**src/rtl/store_drain_unit.sv**
```systemverilog
// Committed-store drain queue: buffers retired stores in commit order and writes them
// to data memory one at a time, freeing the matching store-buffer entry on each ack.
module store_drain_unit #(
    parameter int DEPTH = 8
) (
    input  logic        clk,
    input  logic        reset,
    input  logic        commit_valid,
    input  logic [31:0] commit_addr,
    input  logic [31:0] commit_data,
    input  logic [2:0]  commit_funct3,
    input  logic [31:0] commit_inst_num,
    output logic        commit_ready,
    output logic        dmem_req,
    output logic [31:0] dmem_addr,
    output logic [31:0] dmem_wdata,
    output logic [3:0]  dmem_be,
    input  logic        dmem_ack,
    output logic        release_valid,
    output logic [31:0] release_addr,
    output logic [31:0] release_inst_num,
    output logic        store_err,
    output logic [3:0]  count,
    output logic        empty
);

    localparam int PW = (DEPTH > 1) ? $clog2(DEPTH) : 1;
    localparam int CW = $clog2(DEPTH + 1);

    typedef enum logic {
        S_IDLE = 1'b0,
        S_REQ  = 1'b1
    } state_t;

    state_t state_q, state_d;

    logic [PW-1:0] wr_ptr_q, wr_ptr_d;
    logic [PW-1:0] rd_ptr_q, rd_ptr_d;
    logic [CW-1:0] count_q, count_d;

    logic [31:0] addr_mem  [DEPTH];
    logic [31:0] wdata_mem [DEPTH];
    logic [3:0]  be_mem    [DEPTH];
    logic [31:0] inst_mem  [DEPTH];

    logic [31:0] dmem_addr_q, dmem_wdata_q;
    logic [3:0]  dmem_be_q;
    logic        release_valid_q;
    logic [31:0] release_addr_q, release_inst_q;
    logic        store_err_q;

    logic        legal;
    logic        push;
    logic        pop;
    logic        load;
    logic [3:0]  lane_be;
    logic [31:0] lane_wdata;

    assign commit_ready = (count_q != CW'(DEPTH));

    // Misaligned halfword/word or unknown width is dropped and flagged, never queued.
    always_comb begin
        legal      = 1'b0;
        lane_be    = 4'b0000;
        lane_wdata = 32'h0;
        case (commit_funct3)
            3'b000: begin
                legal      = 1'b1;
                lane_be    = 4'b0001 << commit_addr[1:0];
                lane_wdata = {4{commit_data[7:0]}};
            end
            3'b001: begin
                legal      = ~commit_addr[0];
                lane_be    = commit_addr[1] ? 4'b1100 : 4'b0011;
                lane_wdata = {2{commit_data[15:0]}};
            end
            3'b010: begin
                legal      = (commit_addr[1:0] == 2'b00);
                lane_be    = 4'b1111;
                lane_wdata = commit_data;
            end
            default: begin
                legal      = 1'b0;
            end
        endcase
    end

    assign push = commit_valid && commit_ready && legal;

    always_comb begin
        state_d = state_q;
        load    = 1'b0;
        pop     = 1'b0;
        case (state_q)
            S_IDLE: begin
                if (count_q != '0) begin
                    state_d = S_REQ;
                    load    = 1'b1;
                end
            end
            S_REQ: begin
                if (dmem_ack) begin
                    state_d = S_IDLE;
                    pop     = 1'b1;
                end
            end
            default: state_d = S_IDLE;
        endcase
    end

    always_comb begin
        wr_ptr_d = push ? wr_ptr_q + PW'(1) : wr_ptr_q;
        rd_ptr_d = pop  ? rd_ptr_q + PW'(1) : rd_ptr_q;
        count_d  = count_q;
        case ({push, pop})
            2'b10:   count_d = count_q + CW'(1);
            2'b01:   count_d = count_q - CW'(1);
            default: count_d = count_q;
        endcase
    end

    // Payload storage carries no reset; occupancy is tracked solely by the pointers.
    always_ff @(posedge clk) begin
        if (push) begin
            addr_mem[wr_ptr_q]  <= commit_addr;
            wdata_mem[wr_ptr_q] <= lane_wdata;
            be_mem[wr_ptr_q]    <= lane_be;
            inst_mem[wr_ptr_q]  <= commit_inst_num;
        end
    end

    always_ff @(posedge clk or negedge reset) begin
        if (!reset) begin
            state_q         <= S_IDLE;
            wr_ptr_q        <= '0;
            rd_ptr_q        <= '0;
            count_q         <= '0;
            dmem_addr_q     <= '0;
            dmem_wdata_q    <= '0;
            dmem_be_q       <= '0;
            release_valid_q <= 1'b0;
            release_addr_q  <= '0;
            release_inst_q  <= '0;
            store_err_q     <= 1'b0;
        end else begin
            state_q         <= state_d;
            wr_ptr_q        <= wr_ptr_d;
            rd_ptr_q        <= rd_ptr_d;
            count_q         <= count_d;
            release_valid_q <= pop;
            store_err_q     <= commit_valid && commit_ready && !legal;
            if (load) begin
                dmem_addr_q  <= {addr_mem[rd_ptr_q][31:2], 2'b00};
                dmem_wdata_q <= wdata_mem[rd_ptr_q];
                dmem_be_q    <= be_mem[rd_ptr_q];
            end
            if (pop) begin
                release_addr_q <= addr_mem[rd_ptr_q];
                release_inst_q <= inst_mem[rd_ptr_q];
            end
        end
    end

    assign dmem_req         = (state_q == S_REQ);
    assign dmem_addr        = dmem_addr_q;
    assign dmem_wdata       = dmem_wdata_q;
    assign dmem_be          = dmem_be_q;
    assign release_valid    = release_valid_q;
    assign release_addr     = release_addr_q;
    assign release_inst_num = release_inst_q;
    assign store_err        = store_err_q;
    assign count            = 4'(count_q);
    assign empty            = (count_q == '0);

endmodule
```
**config.mk**
```make
export PLATFORM = sky130hd
export DESIGN_NAME = store_drain_unit
export DESIGN_NICKNAME = d
export VERILOG_FILES = /design/src/rtl/store_drain_unit.sv
export SDC_FILE = /design/constraint.sdc
export NUM_CORES = 1
export LEC_CHECK = 0
export CORE_MARGIN = 4
export CORE_UTILIZATION = 35
export DETAILED_ROUTE_END_ITERATION = 10
export GPL_ROUTABILITY_DRIVEN = 1
export PLACE_DENSITY = 0.5
export SLEW_MARGIN = 25
export SYNTH_ARGS = -nofsm -noshare
export SYNTH_HDL_FRONTEND = slang
export SYNTH_SLANG_ARGS = --single-unit
export TNS_END_PERCENT = 100
```
**constraint.sdc**
```tcl
create_clock -name clk -period 12.7 [get_ports clk]
set_input_delay 2.54 -clock clk [delete_from_list [all_inputs] [get_ports clk]]
set_output_delay 2.54 -clock clk [all_outputs]
set_load 0.01 [all_outputs]
```
* Word level (Yosys, flattened, before mapping)
Memory sizes are Yosys's and may differ from the RTL's. A register that Yosys moved wholly into a read port is not among the register bits.
Cells that the tools add are included.
** Operators by class
- Bitwise gates (word level) :: 2
- Reductions and logical operators :: 12
- Multiplexer cells :: 13
- Shifts and indexed selects :: 1
- Equal/unequal tests :: 5
- $add $sub $neg :: 4
** Operators by type and width (count)
- 32-bit case mux with 3 select lines :: 1
- 4-bit case mux with 3 select lines :: 1
- 4-bit case mux with 2 select lines :: 1
- 1-bit two-way mux :: 7
- 3-bit by 1-bit adder with 3-bit output (second input constant) :: 2
- 4-bit by 1-bit adder with 4-bit output (second input constant) :: 1
- 1-bit logical NOT :: 4
- 4-bit logical NOT :: 1
- 4-bit two-way mux :: 1
- 4-bit inequality test (second input constant) :: 1
- 4-bit nonzero test :: 1
- 1-bit by 2-bit left shift with 4-bit output (first input constant) :: 1
- 4-bit by 1-bit subtractor with 4-bit output (second input constant) :: 1
- 3-bit by 1-bit == test with 1-bit output (second input constant) :: 1
- 3-bit by 2-bit == test with 1-bit output (second input constant) :: 1
- 1-bit logical AND :: 3
- 3-bit logical NOT :: 1
- 1-bit case mux with 3 select lines :: 1
- 2-bit by 1-bit == test with 1-bit output (second input constant) :: 1
- 2-bit == test (second input constant) :: 1
- 2-bit logical NOT :: 1
- 1-bit NOT :: 2
- 1-bit case mux with 2 select lines :: 1
- 2-bit nonzero test :: 1
** Word-level totals
- Memories :: 4
- Flip-flop bits (word level) :: 75
- Bits of input ports :: 103
- Logic and storage cells :: 49
- Memory bits (writable) :: 800
- Output and inout port bits :: 141
** Memories
- addr_mem :: depth 8, bits a word 32, rd ports 1, clocked after Yosys merged registers in 0, wr ports 1, RTL line 41 : logic [31:0] addr_mem [DEPTH];
- inst_mem :: depth 8, bits a word 32, rd ports 1, clocked after Yosys merged registers in 1, wr ports 1, RTL line 44 : logic [31:0] inst_mem [DEPTH];
- wdata_mem :: depth 8, bits a word 32, rd ports 1, clocked after Yosys merged registers in 1, wr ports 1, RTL line 42 : logic [31:0] wdata_mem [DEPTH];
- be_mem :: depth 8, bits a word 4, rd ports 1, clocked after Yosys merged registers in 1, wr ports 1, RTL line 43 : logic [3:0] be_mem [DEPTH];

* Logic depth before layout (Yosys ltp)
- Depth in word-level cells :: 5
- Mapped depth :: 11
- Mapped depth without buffers :: 10

* Worst setup path after synthesis
OpenSTA, ideal clock, no wires.
- Path kind :: input to register
- Start :: input port commit_addr[1]
- End :: memory addr_mem[0][0] (enable)
- Data arrival time :: 12.637 ns
- Required time :: 11.896 ns
- Stages :: 4
- Setup slack :: -0.740 ns
- Buffers on the path :: 0
- Library setup time :: 0.804 ns
- Cell sequence :: o21a_1 -> o22ai_1 -> nand3_4 -> nor4_1
** Between the ends
- Word-level cells in the longest chain between the ends :: 5
** Ends and longest elaborated chain
- start, declared :: RTL line 9 : input logic [31:0] commit_addr,
- 2-bit logical NOT :: RTL line 78 : legal = (commit_addr[1:0] == 2'b00);
- 1-bit case mux with 3 select lines :: RTL line 66 : case (commit_funct3)
- 1-bit logical AND :: RTL line 88 : assign push = commit_valid && commit_ready && legal;
- 1-bit two-way mux :: RTL line 124 : if (push) begin
- 1-bit two-way mux (implied by the code) :: RTL line 125 : addr_mem[wr_ptr_q] <= commit_addr;
- end, declared :: RTL line 41
No other way between the ends.

* Worst setup path after layout
- Start :: input port commit_funct3[0]
- End :: memory wdata_mem[6][4] (enable)
** Between the ends
- Word-level cells in the longest chain between the ends :: 5
- Elaborated cells on any way between the ends :: 7
- Classes of those cells :: 2 x eq/ne; 3 x mux; 2 x reduce/logical
** Ends and longest elaborated chain
- start, declared :: RTL line 11 : input logic [2:0] commit_funct3,
- 3-bit by 2-bit == test with 1-bit output (tied with other cells) :: RTL line 66
- 1-bit case mux with 3 select lines * :: RTL line 66
- 1-bit logical AND * :: RTL line 88
- 1-bit two-way mux * :: RTL line 124
- 1-bit two-way mux (implied by the code) * :: RTL line 126 : wdata_mem[wr_ptr_q] <= lane_wdata;
- end, declared :: RTL line 42
Every way passes the cells marked *; elsewhere a longest branch is shown, timed or not.

==> Flow_metrics.wiki <==
{| class="wikitable"
! Metric !! Value
|-
| Run status || finished, final reports clean
|-
| Max frequency || between 150 and 200 MHz
|-
| Total core area || 102000 sq um
|-
| Dominant combinational cell family by area after synthesis || multiplexers
|-
| Max-Slew Margin vs Limit || 0.337
|-
| Leading cell type in the layout, fill and taps excluded || sky130_fd_sc_hd__edfxtp_1
|-
| Final setup violation count || 0
|-
| Pre-Repair DR Iteration Count || 6
|-
| Power density of the placed cells || ~220 nW/um^2
|-
| Post-CTS Setup Inserts || 0
|-
| Cell area after synthesis || roughly 36000 sq um
|-
| Antenna violations before repair || 10
|-
| Maximum count of clock buffers along a single path || 3
|-
| TritonCTS clock tree || done
|-
| Share of the synthesized area in compound gates (AO/OA/AOI/OAI) || 0.0602
|-
| Worst endpoint data arrival time || roughly 6.8 ns
|-
| CP max stage cell || sky130_fd_sc_hd__nor2_4
|-
| Hold Path Class || reg2reg
|-
| Multiplexer area fraction after synthesis || 0.114
|-
| Gr ovfl total || 0
|-
| Cell breakdown of the critical path || clkdlybuf4s50_1 -> o21a_1 -> o22ai_1 -> nand4_1 -> nor2_4 -> buf_4 -> buf_4
|-
| Global routing usage on met2 || 0.266
|-
| Accumulated negative setup slack || 0 ns
|-
| Sequential cell area fraction in the yosys report || 0.762
|-
| Startpoint type of the worst setup path || input pin
|-
| GR Util All Layers || 0.158
|-
| Remaining antenna violation count || 0
|-
| Post-synthesis cell type count || 39
|-
| Pin count of the biggest net entering global routing || roughly 120
|-
| Fraction of the mapped netlist area in simple logic gates || 0.0413
|-
| Hold-fix buffers at CTS || 0
|-
| TritonCTS sink count || 943
|-
| Layout overhead on the synthesized area || 20.2%
|-
| Setup repair after global routing missed its margin || no
|-
| Met1 capacity usage during global routing || 0.210
|-
| Final RePlAce weighted congestion || roughly 0.75
|-
| Root buf cell || sky130_fd_sc_hd__clkbuf_16
|-
| Number of gates given a new drive strength after cts || 0
|-
| Total area of sequential cells || roughly 28000 sq um
|-
| Die extent in x || about 330 um
|-
| Via count of the first global-routing pass || between 20000 and 25000
|-
| Critical path peak fanout || 52
|-
| Final hold viol count || 0
|-
| Transition at the pin with the smallest max-transition slack || roughly 0.99 ns
|-
| Routed length per placed instance || 22.4 um
|-
| Fraction of final layout cells with drive strength greater than 1 || 0.0894
|-
| Die Span Y || 330 um
|-
| Count of standard-cell rows || ~120
|-
| Max-slew violation count || 0
|-
| Filler instances || approximately 9100
|-
| H-tree lvl count || 3
|-
| Dominant cell type by count on the critical path || sky130_fd_sc_hd__buf_4
|-
| Number of enable-type register cells in the synthesized netlist || 800
|-
| Static leakage power || 0.0159 uW
|-
| Minimum period implied by the final worst setup slack || between 6 and 7 ns
|-
| Final hold slack || around 0.47 ns
|-
| Flip-flop and latch count after synthesis || 943
|-
| Area occupied by multi-input gates || ~8000 sq um
|-
| IO Pins || 244
|-
| Worst-skew pair later-pin latency || 0.66 ns
|-
| Most used cells in the layout excluding fill and tap cells || sky130_fd_sc_hd__edfxtp_1, sky130_fd_sc_hd__mux2i_1, sky130_fd_sc_hd__nand2_1
|-
| Critical path's largest stage delay || 0.80 ns
|-
| Type of destination of the critical path || flip-flop
|-
| Wire length of the first global-routing pass || 129000 um
|-
| Vias/cell || approximately 5.0
|-
| Share of the clock period used by the worst path after layout || 0.516
|-
| DR vias || around 19000
|-
| Area share of xor/xnor cells in the synthesized design || 0.00218
|-
| Port buffer count || between 200 and 250
|-
| Layer carrying the most global-route usage || met2
|-
| Effective utilization at floorplan || 0.354
|-
| Required time of the critical path || 12.97 ns
|-
| Die Area || 109000 sq um
|-
| Post-synth ARST share || 0.152
|-
| Global routing usage on met3 || 0.0311
|-
| Largest voltage drop on the vdd net || about 170 uV
|-
| Mapped Cells || approximately 2200
|-
| Post-Syn Area per Cell || approximately 17 sq um
|-
| Total Routed Length || between 80000 and 90000 um
|-
| Number of buffers created by CTS || around 100
|-
| Final nets || ~2600
|-
| Syn. warnings || 0
|-
| Clock slew at reported path FFs || about 0.060 ns
|-
| Largest clock skew in the final design || about 0.029 ns
|-
| Adder and majority cell fraction of the synthesized area || 0.00173
|-
| Type of the setup path with the least slack || in2reg
|-
| Detailed placer's ending HPWL || 50900 um
|-
| Remaining DRCs || 0
|-
| Violation count after the first detailed-routing iteration || about 1300
|-
| Max Cap Viol || 0
|-
| Primary flip-flop cell chosen by synthesis mapping || sky130_fd_sc_hd__edfxtp_1
|}
-- registers in the layout (all words and copies together) (netlist names), 30 cells and up --
signal	flops
dmem_wdata	32
be_mem	32
addr_mem	256
dmem_addr	30
release_addr	32
wdata_mem	256
release_inst_num	32
inst_mem	256
-- logic make-up (layout without fill, tap and decap cells) --
logic type               Yosys count  after routing
XOR/XNOR                           9              9
multiplexers                     411            411
other                              1              4
adder cells (fa/ha/maj)            5              5
buffers and inverters            135            476
flip-flops                       943            943
AND/OR/NAND/NOR                  348            348
AO/OA/AOI/OAI                    333            333
-- cell usage after synthesis, drive strengths merged, types with 5 or more instances --
master  number  share of area
nand3       35         0.0052
a22oi      200          0.041
clkbuf      63         0.0065
nor2        16         0.0017
or2          9         0.0016
o21ai       97          0.013
mux2i      408           0.11
buf         68          0.012
nor2b       13         0.0022
a21oi       30         0.0041
nand2      250          0.026
and2        10         0.0018
dfrtp      143          0.099
xnor2        6         0.0015
ha           5         0.0017
edfxtp     800           0.66
-- cell type report --
type                    instances  share of cell area
diodes                          2            0.000115
clock inverters                49              0.0128
multi-input cells            1108               0.185
flip-flops and latches        943               0.634
clock buffers                 140              0.0649
well taps                    1368              0.0393
repair buffers                283              0.0638
inverters                       4            0.000345
-- power breakdown --
part           internal (uW)  switching, uW
logic                   1150           1550
clock network           1780           1180
registers               3700            219
total                   6630           2950
-- layer usage --
layer | up-vias | routed length [um]
met4 | 10 | 1800
met1 | 9865 | 38400
met3 | 128 | 4440
li1 | 8900 | -
met2 | 418 | 42500
met5 | - | 72
-- critical path: cells and delay by family --
kind                   cells  cell delay (ns)
buffers and inverters      3             2.03
and+or+nand+nor            2             1.30
AOI/OAI and AO/OA          2             0.84
-- final timing paths --
| check | startpoint | to | slack, ns | depth (start not counted) |
|---|---|---|---|---|
| worst max-delay path | commit_funct3[0] | wdata_mem[6][4]$_DFFE_PP_ | 6.15 | 7 |
| worst min-delay path | release_inst_num[23]$_DFFE_PN0P_ | release_inst_num[23]$_DFFE_PN0P_ | 0.47 | 2 |
| worst max register to register | count[1]$_DFFE_PN0P_ | wdata_mem[6][4]$_DFFE_PP_ | 8.90 | 6 |
| worst min register to register | release_inst_num[23]$_DFFE_PN0P_ | release_inst_num[23]$_DFFE_PN0P_ | 0.47 | 2 |
| max in group asynchronous | reset | rd_ptr_q[0]$_DFFE_PN0P_ | 9.69 | 2 |
| min in group asynchronous | reset | dmem_addr[26]$_DFFE_PN0P_ | 1.77 | 1 |
-- metrics by stage --
step,util,area [sq um],setup slack (ns),std cells,power [uW]
after detailed placement,0.392,40100,5.43,3705,6740
final,0.426,43600,6.15,3897,9580
after global placement,0.392,40100,5.43,3704,6680
after global routing,0.426,43500,5.90,3895,10100
after floorplan,-,36200,1.95,2186,5580
after CTS,0.425,43500,6.12,3894,9730
Power figures use the tool's default switching activity.
